[config.mk]
export PLATFORM = sky130hd
export DESIGN_NAME = gradient_magnitude_seq_flat
export DESIGN_NICKNAME = d
export VERILOG_FILES = /design/src/rtl/gradient_magnitude_seq_pkg.sv /design/src/rtl/gradient_magnitude_seq_if.sv /design/src/rtl/gradient_magnitude_seq_isqrt_iter.sv /design/src/rtl/gradient_magnitude_seq.sv /design/src/flat_wrapper.sv
export SDC_FILE = /design/constraint.sdc
export NUM_CORES = 1
export LEC_CHECK = 0
export CAP_MARGIN = 40
export CORE_MARGIN = 5
export CORE_UTILIZATION = 60
export DETAILED_ROUTE_END_ITERATION = 8
export MAX_ROUTING_LAYER = met4
export PLACE_DENSITY = 0.81
export SYNTH_ARGS = -nofsm -noshare
export SYNTH_HDL_FRONTEND = slang
export SYNTH_HIERARCHICAL = 1
export SYNTH_SLANG_ARGS = --single-unit
[constraint.sdc]
create_clock -name clk -period 13.7 [get_ports clk]
set_clock_uncertainty 0.1 [all_clocks]
set_input_delay 2.74 -clock clk [delete_from_list [all_inputs] [get_ports clk]]
set_output_delay 2.74 -clock clk [all_outputs]
set_load 0.02 [all_outputs]
[src/rtl/gradient_magnitude_seq_pkg.sv]
// Shared types and width helpers for the sequential gradient-magnitude unit.
package gradient_pkg;

  typedef enum logic [1:0] {
    IDLE   = 2'd0,
    SQUARE = 2'd1,
    ROOT   = 2'd2,
    DONE   = 2'd3
  } state_t;

  // Width of gx^2 + gy^2 without truncation.
  function automatic int unsigned sum_w(input int unsigned in_w);
    return 2 * in_w + 1;
  endfunction

  // Width of the untruncated root; also the iteration count.
  function automatic int unsigned root_w(input int unsigned in_w);
    return in_w + 1;
  endfunction

  // Width of a counter able to hold the iteration count.
  function automatic int unsigned cnt_w(input int unsigned in_w);
    return $clog2(in_w + 2);
  endfunction

endpackage

[src/rtl/gradient_magnitude_seq_if.sv]
// Operand/result handshake bundle for gradient_magnitude_seq.
interface gradient_magnitude_seq_if #(
  parameter int unsigned IN_W  = 8,
  parameter int unsigned OUT_W = 8
);
  logic             in_valid;
  logic             in_ready;
  logic [IN_W-1:0]  gx;
  logic [IN_W-1:0]  gy;
  logic             out_valid;
  logic             out_ready;
  logic [OUT_W-1:0] g;
  logic             sat;
  logic             busy;

  modport master (
    output in_valid, gx, gy, out_ready,
    input  in_ready, out_valid, g, sat, busy
  );

  modport slave (
    input  in_valid, gx, gy, out_ready,
    output in_ready, out_valid, g, sat, busy
  );
endinterface

[src/rtl/gradient_magnitude_seq_isqrt_iter.sv]
// Non-restoring integer square root, one root bit per step, MSB first.
module isqrt_iter #(
  parameter int unsigned SUM_W = 17
) (
  input  logic                   clk,
  input  logic                   n_rst,
  input  logic                   start,
  input  logic                   step,
  input  logic [SUM_W-1:0]       sum,
  output logic                   done,
  output logic [(SUM_W+1)/2-1:0] root,
  output logic [(SUM_W+1)/2:0]   rem
);
  localparam int unsigned ROOT_W = (SUM_W + 1) / 2;
  localparam int unsigned PAD_W  = 2 * ROOT_W;
  localparam int unsigned RW     = ROOT_W + 4;
  localparam int unsigned CNT_W  = $clog2(ROOT_W + 1);

  logic [PAD_W-1:0]  pad_q;
  logic [RW-1:0]     rem_q;
  logic [RW-1:0]     rem_d;
  logic [RW-1:0]     rem_sh_c;
  logic [ROOT_W-1:0] root_q;
  logic [ROOT_W-1:0] root_d;
  logic [CNT_W-1:0]  cnt_q;

  // One recurrence step: the remainder is kept signed in two's complement.
  always_comb begin
    rem_sh_c = (rem_q << 2) + RW'(pad_q[PAD_W-1 -: 2]);
    if (rem_q[RW-1]) begin
      rem_d = rem_sh_c + RW'({root_q, 2'b11});
    end else begin
      rem_d = rem_sh_c - RW'({root_q, 2'b01});
    end
    root_d = {root_q[ROOT_W-2:0], ~rem_d[RW-1]};
  end

  // Datapath registers: start loads the radicand, step consumes two bits.
  always_ff @(posedge clk or negedge n_rst) begin
    if (!n_rst) begin
      pad_q  <= '0;
      rem_q  <= '0;
      root_q <= '0;
      cnt_q  <= '0;
    end else if (start) begin
      pad_q  <= PAD_W'(sum);
      rem_q  <= '0;
      root_q <= '0;
      cnt_q  <= '0;
    end else if (step) begin
      pad_q  <= pad_q << 2;
      rem_q  <= rem_d;
      root_q <= root_d;
      cnt_q  <= cnt_q + CNT_W'(1);
    end
  end

  assign done = step && (cnt_q == CNT_W'(ROOT_W - 1));
  assign root = root_q;
  // A negative final remainder is corrected by adding back 2*root+1.
  assign rem  = rem_q[RW-1] ? (rem_q[ROOT_W:0] + {root_q, 1'b1}) : rem_q[ROOT_W:0];

endmodule

[src/rtl/gradient_magnitude_seq.sv]
// Sequential gradient magnitude g = sqrt(gx^2 + gy^2), saturated to OUT_W.
// Optional round-to-nearest result when GRADIENT_ROUND_EN is defined.
module gradient_magnitude_seq
  import gradient_pkg::*;
#(
  parameter int unsigned IN_W  = 8,
  parameter int unsigned OUT_W = 8
) (
  input  logic                     clk,
  input  logic                     n_rst,
  gradient_magnitude_seq_if.slave  bus
);
  localparam int unsigned SUM_W  = sum_w(IN_W);
  localparam int unsigned ROOT_W = root_w(IN_W);
  localparam int unsigned RND_W  = ROOT_W + 1;
  localparam int unsigned CW     = ((RND_W > OUT_W) ? RND_W : OUT_W) + 1;
  localparam logic [CW-1:0] MAXV = CW'({OUT_W{1'b1}});

  state_t           state_q;
  logic [IN_W-1:0]  gx_q;
  logic [IN_W-1:0]  gy_q;
  logic             out_valid_q;
  logic [OUT_W-1:0] g_q;
  logic             sat_q;

  logic              start_c;
  logic              step_c;
  logic              done_c;
  logic [SUM_W-1:0]  sum_c;
  logic [ROOT_W-1:0] root_c;
  logic [ROOT_W:0]   rem_c;
  logic              rnd_c;
  logic [RND_W-1:0]  root_rnd_c;
  logic [CW-1:0]     mag_c;
  logic              sat_c;
  logic [OUT_W-1:0]  g_c;

  assign start_c = (state_q == SQUARE);
  assign step_c  = (state_q == ROOT);
  assign sum_c   = SUM_W'(gx_q) * SUM_W'(gx_q) + SUM_W'(gy_q) * SUM_W'(gy_q);

  isqrt_iter #(.SUM_W(SUM_W)) u_iter (
    .clk   (clk),
    .n_rst (n_rst),
    .start (start_c),
    .step  (step_c),
    .sum   (sum_c),
    .done  (done_c),
    .root  (root_c),
    .rem   (rem_c)
  );

`ifdef GRADIENT_ROUND_EN
  // Round up when the true root lies past root + 1/2.
  assign rnd_c = (rem_c > RND_W'(root_c));
`else
  logic rem_unused_c;
  assign rem_unused_c = ^rem_c;
  assign rnd_c        = 1'b0;
`endif

  // Rounding is applied before the clamp so sat reflects the final value.
  assign root_rnd_c = RND_W'(root_c) + RND_W'(rnd_c);
  assign mag_c      = CW'(root_rnd_c);
  assign sat_c      = (mag_c > MAXV);
  assign g_c        = sat_c ? {OUT_W{1'b1}} : OUT_W'(mag_c);

  // Control FSM, operand capture and registered result.
  always_ff @(posedge clk or negedge n_rst) begin
    if (!n_rst) begin
      state_q     <= IDLE;
      gx_q        <= '0;
      gy_q        <= '0;
      out_valid_q <= 1'b0;
      g_q         <= '0;
      sat_q       <= 1'b0;
    end else begin
      case (state_q)
        IDLE: begin
          if (bus.in_valid) begin
            gx_q    <= bus.gx;
            gy_q    <= bus.gy;
            state_q <= SQUARE;
          end
        end
        SQUARE: state_q <= ROOT;
        ROOT: begin
          if (done_c) begin
            state_q <= DONE;
          end
        end
        DONE: begin
          if (!out_valid_q) begin
            out_valid_q <= 1'b1;
            g_q         <= g_c;
            sat_q       <= sat_c;
          end else if (bus.out_ready) begin
            out_valid_q <= 1'b0;
            state_q     <= IDLE;
          end
        end
        default: state_q <= IDLE;
      endcase
    end
  end

  assign bus.in_ready  = (state_q == IDLE);
  assign bus.busy      = (state_q != IDLE);
  assign bus.out_valid = out_valid_q;
  assign bus.g         = g_q;
  assign bus.sat       = sat_q;

endmodule
[src/flat_wrapper.sv]
// flat-port wrapper written by rule: the top's interface ports become plain ports
module gradient_magnitude_seq_flat import gradient_pkg::*;
#(
  parameter int unsigned IN_W  = 8,
  parameter int unsigned OUT_W = 8
)
  (clk, n_rst, bus_in_valid, bus_gx, bus_gy, bus_out_ready, bus_in_ready, bus_out_valid, bus_g, bus_sat, bus_busy);
  gradient_magnitude_seq_if #(.IN_W(IN_W), .OUT_W(OUT_W)) bus_i ();
  input  logic clk;
  input  logic n_rst;
  input wire logic [$bits(bus_i.in_valid)-1:0] bus_in_valid;
  input wire logic [$bits(bus_i.gx)-1:0] bus_gx;
  input wire logic [$bits(bus_i.gy)-1:0] bus_gy;
  input wire logic [$bits(bus_i.out_ready)-1:0] bus_out_ready;
  output wire logic [$bits(bus_i.in_ready)-1:0] bus_in_ready;
  output wire logic [$bits(bus_i.out_valid)-1:0] bus_out_valid;
  output wire logic [$bits(bus_i.g)-1:0] bus_g;
  output wire logic [$bits(bus_i.sat)-1:0] bus_sat;
  output wire logic [$bits(bus_i.busy)-1:0] bus_busy;
  assign bus_i.in_valid = bus_in_valid;
  assign bus_i.gx = bus_gx;
  assign bus_i.gy = bus_gy;
  assign bus_i.out_ready = bus_out_ready;
  assign bus_in_ready = bus_i.in_ready;
  assign bus_out_valid = bus_i.out_valid;
  assign bus_g = bus_i.g;
  assign bus_sat = bus_i.sat;
  assign bus_busy = bus_i.busy;
  gradient_magnitude_seq #(.IN_W(IN_W), .OUT_W(OUT_W)) u_core (.clk(clk), .n_rst(n_rst), .bus(bus_i));
endmodule
==> results_dict.tcl, run 1 <==
set metrics [dict create \
    outcome "finished, final reports clean" \
    cts.repair.resized 0 \
    wire_per_inst_um 16.03 \
    via_count_of_the_first_global_routing_pass 5440 \
    first_pass_grt_wire_length_mm 25.94 \
    holdBufCountCts 0 \
    boundaryPins 32 \
    post_synth_instance_area_sq_mm 0.007237 \
    finalCritPeriodShare 0.4160 \
    finalHoldViolations 0 \
    post_cts_buffers 0 \
    skew_pair_late_insertion_delay_ns 0.36 \
    synthesis.yosys.warnings 6 \
    post_synthesis_instance_total 742 \
    crit_path_start_kind "flip-flop" \
    die-area_sq_mm 0.01436 \
    placement.cell_area_sq_mm 0.007675 \
    htree_levels 3 \
    horiz_die_dim_um 119.8 \
    pre_cts_ws_ns 8.023 \
    timing.rr.end "u_core/u_iter/pad_q[16]" \
    slew_viol_final 0 \
    reg2reg_slack_ns 8.00 \
    grt-ovfl-total 0 \
    ant_nets 0 \
    worst_hold_start "u_core/bus.g[6]" \
    critical_path.most_common_cell "fa_1" \
    final.min_clock_period_ns 5.700 \
    r2r_cells 17 \
    timing.critical_path.slowest_cell_delay_ns 0.56 \
    cp.required_ns 13.82 \
    routed_via_density 5.643 \
    vertical_extent_of_the_die_um 119.8 \
    syn_avg_cell_area_sq_um 9.753 \
    floorplan.initialDensity 0.6076 \
    maxCapViolCount 0 \
    final-seq-area_sq_mm 0.001777 \
    detailroute.via_count 5146 \
    firstDrtPassIters 5 \
    final_weighted_congestion_in_routability_driven_placement 0.8889 \
    grt_start_max_net_pins 60 \
    clock-sinks 71 \
    slowest_stage_cell_on_the_critical_path "dfrtp_1" \
    cts_buffers 9 \
    fillerInstances 926 \
    gr-usage-all-layers 0.2302 \
    worst_slew_margin_rel 0.4884 \
    holdPathStages 2 \
    hold_end "u_core/bus.g[6]" \
    flow.area_growth_from_synthesis_pct 10.22 \
    worst_setup_path_end_kind "flip-flop" \
    path_class "reg2reg" \
    clock.fmax_ghz 0.1754 \
    max_slew.worst_pin.slew_ns 0.7675 \
    rsz_0062_raised_after_global_routing "false" \
    clock_path_buffers 2 \
    antenna_found_initial 0 \
    rows 40 \
    num-nets-final 930 \
    final_core_util 0.6696 \
    setup-tns-final_ns 0 \
    hpwlAfterDp_mm 11.14 \
    drt_first_iter_violations 338 \
    insertedDiodeCount 0 \
    portBuffers 31 \
    design.core.area_sq_mm 0.01191 \
    stdcell_area_sq_mm 0.007976 \
    mappedNetlistNets 912 \
    clk_root_buffer_cell "clkbuf_16" \
    finalSetupViolCount 0 \
    critical_path_peak_fanout 9 \
    cts_tree "done" \
    post_route_wl_mm 14.62 \
    r2r-start "u_core/gy_q[5]" \
    worst_ep_arrival_time_ns 5.82 \
    postLayoutSetupSlackWorst_ns 8.000 \
    hold_path.class "reg2reg" \
    multiInputGateArea_sq_mm 0.004937 \
    critical_path.cell_chain "inv_1 > nor2_1 > fa_1 > fa_1 > fa_1 > fa_1 > fa_1 > inv_1 > fa_1 > inv_1 > ha_1 > nand2_1 > a21o_1 > a2111oi_0 > nor3_1 > nand2_1 > o21ai_0" \
    worst_setup_hold_path_clk_slew_ns 0.07 \
    detail_route.drc_violations 0 \
    drive_gt1_frac 0.06667 \
]
[routing by layer]
metal / GRT usage / wire [um] / vias to the layer above
met5: - / 0 / -
met4: 0.06156 / 224 / 0
met3: 0.04383 / 563 / 24
met2: 0.3612 / 7098 / 107
met1: 0.3108 / 6735 / 2553
li1: - / - / 2462
[layout by cell type, fill, tap and decap left out, drive strengths merged, types with 9 or more instances in the layout]
cell,instances
xnor2,20
mux2,17
nor2,41
nor3,11
a21o,10
o21ai,35
nand2b,9
and2,35
mux2i,34
clkdlybuf4s50,30
nand2,65
dfrtp,71
a21oi,25
ha,73
fa,77
xor2,10
inv,113
clkbuf,9
[how the worst max path moves through the flow]
stage | from | to | slack, ns
after floorplan | u_core/gx_q[1] | u_core/u_iter/pad_q[12] | 8.32
after global placement | u_core/gy_q[5] | u_core/u_iter/pad_q[16] | 8.08
after detailed placement | u_core/gy_q[5] | u_core/u_iter/pad_q[16] | 8.02
after CTS | u_core/gy_q[5] | u_core/u_iter/pad_q[16] | 8.02
after global routing | u_core/gy_q[5] | u_core/u_iter/pad_q[16] | 7.66
final | u_core/gy_q[5] | u_core/u_iter/pad_q[16] | 8.00
[worst max-delay path: cells and delay by family (launching register included)]
kind	cells	cell delay, ns
flip-flops	1	0.56
adder cells (fa/ha/maj)	7	3.40
AO/OA/AOI/OAI	3	0.67
AND/OR/NAND/NOR	4	0.55
buffers and inverters	3	0.28
[sequential cells by signal, indices dropped and copies added, names as in the netlist]
signal,cells
u_core/u_iter/pad_q,18
u_core/bus.out_valid,1
u_core/gx_q,8
u_core/bus.sat,1
u_core/state_q,2
u_core/u_iter/root,9
u_core/bus.g,8
u_core/u_iter/rem_q,12
u_core/u_iter/cnt_q,4
u_core/gy_q,8
[per-stage QoR]
| step | hold WS (ns) | instances |
|---|---|---|
| finish | 0.3883 | 912 |
| global route | 0.4274 | 912 |
| global placement | 0.3651 | 893 |
| detailed placement | 0.3748 | 895 |
| CTS | 0.3925 | 911 |
| floorplan | 0.3693 | 742 |
[final cells by class]
| type | count | area share |
|---|---|---|
| clock buffers | 9 | 0.02824 |
| clock inverters | 7 | 0.007686 |
| inverters | 109 | 0.05129 |
| multi-input cells | 533 | 0.6190 |
| flip-flops and latches | 71 | 0.2227 |
| well taps | 147 | 0.02306 |
| repair buffers | 36 | 0.04800 |
Power of run 1 is not shown: default switching activity piles up to over one toggle a cycle in this logic, so the estimate is an artifact.
==> run 2, diff against run 1 <==
- CORE_UTILIZATION: 60 -> 57
- clock period: 13.7 -> 5.2 ns (I/O delays scaled with it)
==> run 2 against run 1 <==
  * The run now ends with negative setup slack left
  * First-iteration DRC count grew 49%
  * Sequential share of layout area is 1.8 points lower
  * Non-clock buffer count is 56 higher
  * Utilization rose by 2.8 points
  * Fmax rose by 4.6%
  * Sequential cell count is the same
  * Wire length grew 16%
  * Worst hold slack got worse by 0.0029 ns
  * Via count increased by 7.7%
  * Critical endpoint is now u_core/u_iter/pad_q[13]
  * Highest routed layer unchanged
==> results_dict.tcl, run 2 (synthesized netlist as in run 1, its figures left out) <==
set metrics [dict create \
    routed_via_density 5.579 \
    crit_path_start_kind "flip-flop" \
    worst_setup_hold_path_clk_slew_ns 0.06 \
    multiInputGateArea_sq_mm 0.005184 \
    htree_levels 3 \
    skew_pair_late_insertion_delay_ns 0.35 \
    r2r_cells 17 \
    detailroute.via_count 5540 \
    max_slew.worst_pin.slew_ns 0.8522 \
    slowest_stage_cell_on_the_critical_path "fa_2" \
    hpwlAfterDp_mm 12.03 \
    worstPathBufferInverterCount 3 \
    outcome "finished, violations left" \
    mostFrequentLayoutCell "inv_1" \
    hold_end "u_core/bus.g[7]" \
    timing.critical_path.slowest_cell_delay_ns 0.61 \
    cts_tree "done" \
    final_cell_count_no_fill 993 \
    grt-ovfl-total 0 \
    gr-usage-all-layers 0.2374 \
    detail_route.drc_violations 0 \
    flow.area_growth_from_synthesis_pct 20.71 \
    path_depth 17 \
    crit_path_max_delay_family "adder cells" \
    first_pass_grt_wire_length_mm 27.66 \
    design.core.area_sq_mm 0.01252 \
    critical_path_peak_fanout 4 \
    insertedDiodeCount 0 \
    floorplan.initialDensity 0.5782 \
    cts_buffers 9 \
    final_weighted_congestion_in_routability_driven_placement 0.9210 \
    horiz_die_dim_um 122.7 \
    rows 41 \
    clock-sinks 71 \
    top_register "u_core/u_iter/pad_q" \
    finalSetupViolCount 7 \
    reg2reg_slack_ns -0.25 \
    worst_slew_margin_rel 0.4305 \
    maxCapViolCount 0 \
    holdBufCountCts 0 \
    portBuffers 31 \
    vertical_extent_of_the_die_um 122.7 \
    fillerInstances 885 \
    clk_root_buffer_cell "clkbuf_16" \
    clock.fmax_ghz 0.1835 \
    via_count_of_the_first_global_routing_pass 5949 \
    worst_ep_arrival_time_ns 5.58 \
    wire_per_inst_um 17.10 \
    drive_gt1_frac 0.2046 \
    holdPathStages 2 \
    path_class "reg2reg" \
    hold_path.class "reg2reg" \
    clock_path_buffers 2 \
    rsz_0062_raised_after_global_routing "true" \
    drt_first_iter_violations 503 \
    slew_viol_final 0 \
    largest_register_ff_count 18 \
    finalCritPeriodShare 1.048 \
    timing.rr.end "u_core/u_iter/pad_q[13]" \
    finalHoldViolations 0 \
    violations "negative setup slack" \
    postLayoutSetupSlackWorst_ns -0.2504 \
    r2r-start "u_core/gy_q[6]" \
    die-area_sq_mm 0.01505 \
    final.min_clock_period_ns 5.450 \
    firstDrtPassIters 5 \
    cp.required_ns 5.33 \
    ant_nets 0 \
    placed_cells_incl_taps 963 \
    worst_setup_path_end_kind "flip-flop" \
    boundaryPins 32 \
    antenna_found_initial 0 \
    grt_start_max_net_pins 51 \
    final-seq-area_sq_mm 0.001792 \
    final_cell_mix "102 x inv_1, 68 x fa_1, 63 x ha_1" \
    num-nets-final 986 \
    worst_hold_start "u_core/bus.g[7]" \
    post_route_wl_mm 16.98 \
    critical_path.cell_chain "buf_4 > and2_1 > fa_2 > fa_1 > fa_2 > fa_2 > fa_1 > inv_1 > fa_1 > inv_1 > ha_4 > nand2_2 > o31ai_4 > mux2i_1 > o2111ai_1 > nand2_1 > o21ai_1" \
]
[run 2: cell count changes in the layout (fill, tap and decap cells not counted), moves of 6 or more]
cell     delta
and2_4      +7
ha_4        +8
dfrtp_2    +12
nand2_2     +6
nand2_1     -6
fa_2        +9
ha_1        -8
fa_1        -9
inv_2       +6
dfrtp_1    -12
buf_4      +54
and2_1      -7
inv_1       -6
[run 2: worst max path at each step]
stage                         startpoint                 endpoint  slack (ns)
after floorplan           u_core/gx_q[1]  u_core/u_iter/pad_q[13]        0.01
after global placement    u_core/gy_q[4]  u_core/u_iter/pad_q[13]       -0.23
after detailed placement  u_core/gy_q[4]  u_core/u_iter/pad_q[13]       -0.28
after CTS                 u_core/gx_q[6]  u_core/u_iter/pad_q[13]       -0.04
after global routing      u_core/gy_q[6]  u_core/u_iter/pad_q[13]       -0.45
final                     u_core/gy_q[6]  u_core/u_iter/pad_q[13]       -0.25
[run 2: cell type report]
type / instances / share of cell area
inverters: 109 / 0.04683
clock buffers: 9 / 0.02578
flip-flops and latches: 71 / 0.2051
repair buffers: 92 / 0.09252
clock inverters: 7 / 0.01174
well taps: 172 / 0.02463
multi-input cells: 533 / 0.5934
[run 2: worst register-to-register path, delay by kind of cell, from the launching register on]
family | cells | cell delay (ns)
mux | 1 | 0.23
flops | 1 | 0.44
compound gates | 3 | 0.46
simple gates | 3 | 0.35
buf+inv | 3 | 0.31
fa+ha+maj | 7 | 3.44
[run 2: per-layer routing]
metal,GRT usage,vias up,share of wire
met3,0.03364,33,0.043
met4,0.07908,0,0.021
met2,0.3854,169,0.51
met5,-,-,0
li1,-,2567,-
met1,0.3080,2771,0.43
[run 2: timing repair]
item	4_1_cts	5_1_grt
resized for setup	21	40
endpoints found under the setup margin	8	8
pin swaps	41	29
setup buffers	7	6
[run 2: per-stage QoR]
| step | utilization | instance area (sq um) | TNS, ns | hold slack (ns) | worst slack, ns |
|---|---|---|---|---|---|
| floorplan | - | 7308 | 0 | 0.3693 | 0.01202 |
| CTS | 0.6817 | 8533 | -0.08970 | 0.3890 | -0.03577 |
| detailed placement | 0.6443 | 8065 | -1.319 | 0.3749 | -0.2826 |
| global route | 0.6979 | 8736 | -2.788 | 0.4206 | -0.4540 |
| finish | 0.6979 | 8736 | -1.305 | 0.3854 | -0.2504 |
| global placement | 0.6427 | 8045 | -1.093 | 0.3660 | -0.2286 |
Power of run 2 is left out for the same reason.
